==> config.mk <==
export PLATFORM = sky130hd
export DESIGN_NAME = prbs_gen_multi
export DESIGN_NICKNAME = d
export VERILOG_FILES = /design/src/rtl/prbs_gen_multi.sv
export SDC_FILE = /design/constraint.sdc
export NUM_CORES = 1
export LEC_CHECK = 0
export BUFFER_PORTS_ARGS = -buffer_cell sky130_fd_sc_hd__buf_2
export CORE_AREA = 4 4 169 155
export CTS_CLUSTER_SIZE = 28
export DETAILED_ROUTE_END_ITERATION = 8
export DIE_AREA = 0 0 173 159
export PLACE_DENSITY_LB_ADDON = 0.1
export SLEW_MARGIN = 20
export SYNTH_ARGS = -nofsm -noshare
export SYNTH_HDL_FRONTEND = slang
export SYNTH_SLANG_ARGS = --single-unit
==> constraint.sdc <==
create_clock -name GEN_CLK -period 1.71 [get_ports GEN_CLK]
set_clock_uncertainty 0.05 [all_clocks]
set_input_delay 0.342 -clock GEN_CLK [delete_from_list [all_inputs] [get_ports GEN_CLK]]
set_output_delay 0.342 -clock GEN_CLK [all_outputs]
set_load 0.02 [all_outputs]
==> src/rtl/prbs_gen_multi.sv <==
// PRBS pattern generator: NSEG parallel 24-bit Fibonacci LFSRs (x^24+x^23+x^22+x^17+1)
// fill an OUT_W-bit word. Each run opens with a start-pattern burst, then emits PRBS
// words while EN is high, with optional single-shot or continuous error injection.
module prbs_gen_multi #(
  parameter int               OUT_W     = 112,
  parameter logic [191:0]     SEED_VEC  = {24'h1, 24'h1, 24'h1, 24'hACA519,
                                           24'h67AFB1, 24'h5A10AF, 24'hE26B38, 24'h83B62E},
  parameter logic [OUT_W-1:0] START_PAT = 112'h5555555555555500000000000000,
  parameter int               START_LEN = 1,
  parameter logic [OUT_W-1:0] ERR_MASK  = 112'h0101010101010101010101010101
) (
  input  logic             GEN_CLK,
  input  logic             RST,
  input  logic             EN,
  input  logic             INJ_ERR,
  input  logic             INJ_MODE,
  output logic [OUT_W-1:0] PRBS,
  output logic             STRT_LTNCY,
  output logic             RUNNING,
  output logic [31:0]      WORD_CNT,
  output logic [15:0]      INJ_CNT
);

  localparam int         NSEG = (OUT_W + 23) / 24;
  localparam logic [7:0] SLEN = 8'(START_LEN);

  typedef enum logic [1:0] {
    IDLE  = 2'd0,
    START = 2'd1,
    RUN   = 2'd2
  } state_t;

  state_t           state_q, state_d;
  logic [OUT_W-1:0] prbs_q, prbs_d;
  logic [OUT_W-1:0] payload;
  logic             strt_q, strt_d;
  logic             running_q, running_d;
  logic [7:0]       scnt_q, scnt_d;
  logic [23:0]      seg_q [NSEG];
  logic [23:0]      seg_d [NSEG];
  logic [31:0]      wcnt_q, wcnt_d;
  logic [15:0]      icnt_q, icnt_d;
  logic             pend_q, pend_d;
  logic             prev_q;
  logic             inj;

  // Seed for segment i; an all-zero seed would lock the LFSR, so it becomes 1.
  function automatic logic [23:0] seed_of(input int i);
    logic [23:0] s;
    s = SEED_VEC[24*i +: 24];
    return (s == 24'h0) ? 24'h000001 : s;
  endfunction

  // One Fibonacci step, taps 24/23/22/17.
  function automatic logic [23:0] lfsr_step(input logic [23:0] s);
    return {s[22:0], s[23] ^ s[22] ^ s[21] ^ s[16]};
  endfunction

  // Counter increment that sticks at all-ones.
  function automatic logic [15:0] sat_inc16(input logic [15:0] v);
    return (v == 16'hFFFF) ? v : v + 16'd1;
  endfunction

  // Concatenate segments with seg0 most significant; the top bits of seg0 fall off.
  for (genvar i = 0; i < NSEG; i++) begin : g_cat
    localparam int LO = (NSEG - 1 - i) * 24;
    localparam int HI = (LO + 23 > OUT_W - 1) ? OUT_W - 1 : LO + 23;
    assign payload[HI:LO] = seg_q[i][HI-LO:0];
  end

  // Continuous mode injects on the live input; single-shot uses the latched request.
  assign inj = INJ_MODE ? INJ_ERR : pend_q;

  // Next-state, output word, LFSR advance and counters.
  always_comb begin
    state_d = state_q;
    prbs_d  = prbs_q;
    strt_d  = 1'b0;
    scnt_d  = scnt_q;
    seg_d   = seg_q;
    wcnt_d  = wcnt_q;
    icnt_d  = icnt_q;
    case (state_q)
      IDLE: begin
        prbs_d  = START_PAT;
        strt_d  = 1'b1;
        scnt_d  = 8'd1;
        state_d = (SLEN == 8'd1) ? RUN : START;
      end
      START: begin
        prbs_d = START_PAT;
        scnt_d = scnt_q + 8'd1;
        if (scnt_d == SLEN) state_d = RUN;
      end
      RUN: begin
        if (EN) begin
          prbs_d = payload ^ (inj ? ERR_MASK : '0);
          for (int i = 0; i < NSEG; i++) seg_d[i] = lfsr_step(seg_q[i]);
          wcnt_d = wcnt_q + 32'd1;
          if (inj) icnt_d = sat_inc16(icnt_q);
        end
      end
      default: state_d = IDLE;
    endcase
    running_d = (state_d == RUN);
  end

  // Single-shot request latch: set on a rising edge, consumed by the next emitted RUN word.
  always_comb begin
    pend_d = pend_q;
    if ((state_q == RUN) && !EN) pend_d = pend_q;
    else if (INJ_MODE)           pend_d = 1'b0;
    else if (pend_q)             pend_d = (state_q != RUN);
    else                         pend_d = INJ_ERR & ~prev_q;
  end

  // State and datapath registers with synchronous reset.
  always_ff @(posedge GEN_CLK) begin
    if (RST) begin
      state_q   <= IDLE;
      prbs_q    <= '0;
      strt_q    <= 1'b0;
      running_q <= 1'b0;
      scnt_q    <= 8'd0;
      wcnt_q    <= 32'd0;
      icnt_q    <= 16'd0;
      pend_q    <= 1'b0;
      prev_q    <= 1'b0;
      for (int i = 0; i < NSEG; i++) seg_q[i] <= seed_of(i);
    end else begin
      state_q   <= state_d;
      prbs_q    <= prbs_d;
      strt_q    <= strt_d;
      running_q <= running_d;
      scnt_q    <= scnt_d;
      wcnt_q    <= wcnt_d;
      icnt_q    <= icnt_d;
      pend_q    <= pend_d;
      prev_q    <= INJ_ERR;
      for (int i = 0; i < NSEG; i++) seg_q[i] <= seg_d[i];
    end
  end

  assign PRBS       = prbs_q;
  assign STRT_LTNCY = strt_q;
  assign RUNNING    = running_q;
  assign WORD_CNT   = wcnt_q;
  assign INJ_CNT    = icnt_q;

endmodule

==> results.md <==
Cells and area
* 1,485 — net count of the finished layout
* 0 — count of inserted antenna diode cells
* 24.9% — share of cells above drive strength 1
* 2,265 — Filler cells
* sky130_fd_sc_hd__nand2_1 — most frequent standard cell in the layout excluding fill and tap cells
* sky130_fd_sc_hd__nand2_1 (313), sky130_fd_sc_hd__dfxtp_1 (265), sky130_fd_sc_hd__a21oi_1 (198) — commonest non-fill, non-tap cells in the layout
* 1,807 — post-route non-filler standard cell count
* 28.1% — signed area change from the synthesized netlist to the final layout

Yosys
* 8.52 µm² — Post-Synthesis Mean Instance Area
* 10,900 µm² — area of the mapped netlist
* 0 — EDFF count, synth
* 294 — flop and latch count out of synthesis
* 0 — total number of yosys warnings
* 1,284 — post-synth net total
* 54.2% — portion of the post-synthesis area used by sequential elements
* 1,275 — Mapped Cells
* 0% — share of synthesized flip-flops with an asynchronous set or reset
* 50 — count of unique library cells instantiated by Yosys
* sky130_fd_sc_hd__dfxtp_1 — commonest register cell after synthesis

Worst setup path
* 2.09 ns — required arrival time at the worst endpoint
* sky130_fd_sc_hd__nand4_1 — most frequent cell on the critical path
* 2.07 ns — worst path arrival time
* WORD_CNT[28] — capture instance of the worst register-to-register path
* 0.35 ns — largest stage delay on the critical path
* flop — startpoint types
* flop — CP endpoint kind
* flop to flop — path type of the worst setup path
* 7 — cell count of the worst reg-to-reg path
* 5 — critical path fanouts, max
* WORD_CNT[5] — startpoint of the lowest-slack register-to-register path
* nand4_1 > buf_4 > nor4_4 > buf_2 > nand4_1 > xor2_1 > nor2_1 — series of cell instances along the critical path
* 0.02 ns — worst setup slack for register-to-register paths
* sky130_fd_sc_hd__dfxtp_2 — slowest cell on the critical path

GRT
* 8,671 — via count of the first global-routing pass
* 61 — largest net degree at the start of global routing
* 0 — antenna violations before repair
* 0 — leftover overflow at the end of global routing
* 18.2% — GR Util All Layers
* 43,800 µm — global-route wire length before repair

STA
* 592 MHz — maximum clock frequency
* yes — unrepaired setup endpoints after global routing
* 71.3% — max-slew headroom at the worst pin
* 0 — setup-violating endpoint count in the final report
* 0.427 ns — transition at the pin with the smallest max-transition slack
* 1.69 ns — clock period minus worst slack
* 98.8% — share of the clock period used by the worst path after layout
* 0 — final count of pins violating max slew
* 0 — final-report hold violation count

Drt
* 0 — ANT nets after route
* 509 — Iteration-0 DRC Markers
* 5.07 — detail-routed via count per cell
* 0 — Post-route DRC
* 26,300 µm — total routed wirelength
* 9,156 — overall via count from detail_route
* 14.6 µm — post-DR wirelength/cell
* 5 — 1st-pass router iterations

Floorplan
* 159 µm — y dimension of the die
* 173 µm — width of the die
* 44.9% — effective utilization at floorplan
* 54 — number of standard-cell rows in the floorplan
* 167 — count of boundary I/O pins
* 24,200 µm² — core outline area
* 27,500 µm² — area of the die

Clocking
* 0 — hold bufs inserted after CTS
* sky130_fd_sc_hd__clkbuf_16 — clock root buffer
* 31 — cts bufs inserted
* 3 — Max Buffers Root-to-Sink
* 0.55 ns — insertion delay to the later sink of the worst-skew pair
* 294 — number of sinks on the clock net
* 1 — count of H-tree levels built during CTS
* built — clock tree from TritonCTS
* 0.06 ns — clock input transition at the sequential cells of the worst setup and hold paths

Min path
* INJ_ERR — source of the worst hold timing path
* input pin to flop — Hold Crit Class
* 2 — cell count of the worst hold path
* prev_q — endpoint of the worst hold-timing path

Power and ir drop
* 15,500 µW — Tot Pwr
* 0.000779 V — largest voltage drop on the vdd net
* 0.00584 µW — Lkg Pwr
* 1110 nW/µm² — P per Cell Area

Placed design
* 0.791 — Routability Congestion
* 166 — number of buffer cells added on primary ports
* 1,743 — number of placed instances, taps included
* 17,100 µm — detailed placement HPWL

Status
* finished, final reports clean — status

Job
* 0 — Max Cap Viol

sequential cells by signal (all words and copies together) (netlist names):
signal      count
scnt_q          8
INJ_CNT        16
state_q         2
payload       112
WORD_CNT       32
seg_q           8
PRBS          112
prev_q          1
pend_q          1
STRT_LTNCY      1
RUNNING         1
worst max-delay path, delay by kind of cell (launching register included):
kind | cells | cell delay (ns)
buffers and inverters | 2 | 0.43
XOR/XNOR | 1 | 0.15
flip-flops | 1 | 0.35
AND/OR/NAND/NOR | 4 | 0.59
metrics by stage:
| step | worst slack, ns | setup TNS, ns | utilization (%) | area, µm² | hold slack (ns) |
|---|---|---|---|---|---|
| floorplan | -0.000527 | -0.000527 | - | 11000 | 0.382 |
| global placement | -0.0327 | -0.0646 | 52.0 | 12600 | 0.388 |
| detailed placement | -0.0630 | -0.136 | 52.0 | 12600 | 0.393 |
| CTS | 0.00331 | 0 | 56.5 | 13700 | 0.0108 |
| global route | -0.0860 | -0.692 | 57.5 | 13900 | 0.0183 |
| finish | 0.0200 | 0 | 57.5 | 13900 | 0.0318 |
cell type report:
class                           count  area [µm²]  area share, %
Clock buffer                       49         985           7.07
Tap cell                          308         385           2.77
Timing Repair Buffer              255        1740           12.5
Sequential cell                   294        5940           42.7
Clock inverter                      7        93.8          0.674
Inverter                            9        37.5          0.270
Multi-Input combinational cell    885        4740           34.0
synthesized netlist by cell type (2+ instances only):
master	instances	area share [%]
sky130_fd_sc_hd__nand2_1	314	11
sky130_fd_sc_hd__clkbuf_1	54	1.9
sky130_fd_sc_hd__nand4_1	13	0.75
sky130_fd_sc_hd__o2111ai_1	2	0.16
sky130_fd_sc_hd__buf_1	4	0.14
sky130_fd_sc_hd__dfxtp_1	294	54
sky130_fd_sc_hd__a22oi_1	3	0.21
sky130_fd_sc_hd__nor4_2	2	0.23
sky130_fd_sc_hd__a211o_1	4	0.32
sky130_fd_sc_hd__o21bai_1	11	0.76
sky130_fd_sc_hd__o21ai_0	21	0.97
sky130_fd_sc_hd__a211oi_1	10	0.69
sky130_fd_sc_hd__or3_1	7	0.40
sky130_fd_sc_hd__and2_1	4	0.23
sky130_fd_sc_hd__nor4_4	2	0.39
sky130_fd_sc_hd__and3_1	14	0.81
sky130_fd_sc_hd__and4_1	4	0.32
sky130_fd_sc_hd__a21oi_1	202	9.3
sky130_fd_sc_hd__xnor2_1	36	2.9
sky130_fd_sc_hd__inv_1	8	0.28
sky130_fd_sc_hd__ha_1	4	0.46
sky130_fd_sc_hd__nor2_1	83	2.9
sky130_fd_sc_hd__nor3_1	42	1.9
sky130_fd_sc_hd__o211ai_1	3	0.21
sky130_fd_sc_hd__a21o_1	2	0.14
sky130_fd_sc_hd__buf_2	28	1.3
sky130_fd_sc_hd__xor2_1	33	2.7
sky130_fd_sc_hd__mux2_2	2	0.21
sky130_fd_sc_hd__nand3b_1	11	0.76
sky130_fd_sc_hd__nand4b_1	2	0.16
sky130_fd_sc_hd__nor4_1	5	0.29
sky130_fd_sc_hd__nor2b_1	5	0.29
sky130_fd_sc_hd__nand3_1	28	1.3
sky130_fd_sc_hd__mux2i_1	2	0.18
report_power, final:
| group | leakage (µW) | internal (µW) | switching, µW |
|---|---|---|---|
| sequential | 0.00242 | 7150 | 184 |
| combinational | 0.00289 | 489 | 787 |
| clock | 0.000527 | 4220 | 2660 |
| total | 0.00584 | 11900 | 3630 |
what timing repair did:
action,4_1_cts,5_1_grt
pin swaps,1,15
gates resized for setup,4,36
gates cloned,0,3
setup buffers,0,5
endpoints found under the setup margin,6,58
metal layers:
layer	GRT usage, %	part of all wire, %	vias up
met5	0	0	-
met4	4.32	2.2	0
met3	3.40	4.1	38
met2	29.4	45	170
met1	25.5	48	4261
li1	-	-	4687
kinds of logic (layout without fill, tap and decap cells):
group | after synthesis | in the layout | share of synthesized area (%)
adder cells (fa/ha/maj) | 4 | 4 | 0.461
XOR/XNOR | 69 | 69 | 5.56
multiplexers | 5 | 5 | 0.518
AND/OR/NAND/NOR | 545 | 545 | 22.6
buffers and inverters | 96 | 320 | 3.65
flip-flops | 294 | 294 | 54.2
AO/OA/AOI/OAI | 262 | 262 | 13.1
worst max path at each step:
stage                         to  depth (start not counted)        start  slack [ns]
global placement    WORD_CNT[29]                          6           EN       -0.03
finish              WORD_CNT[28]                          7  WORD_CNT[5]        0.02
floorplan             INJ_CNT[5]                          6  INJ_CNT[11]     -0.0005
CTS                     PRBS[72]                          4   state_q[0]       0.003
global route          state_q[1]                          6    scnt_q[1]       -0.09
detailed placement  WORD_CNT[29]                          6           EN       -0.06
(Power assumes the default switching activity.)
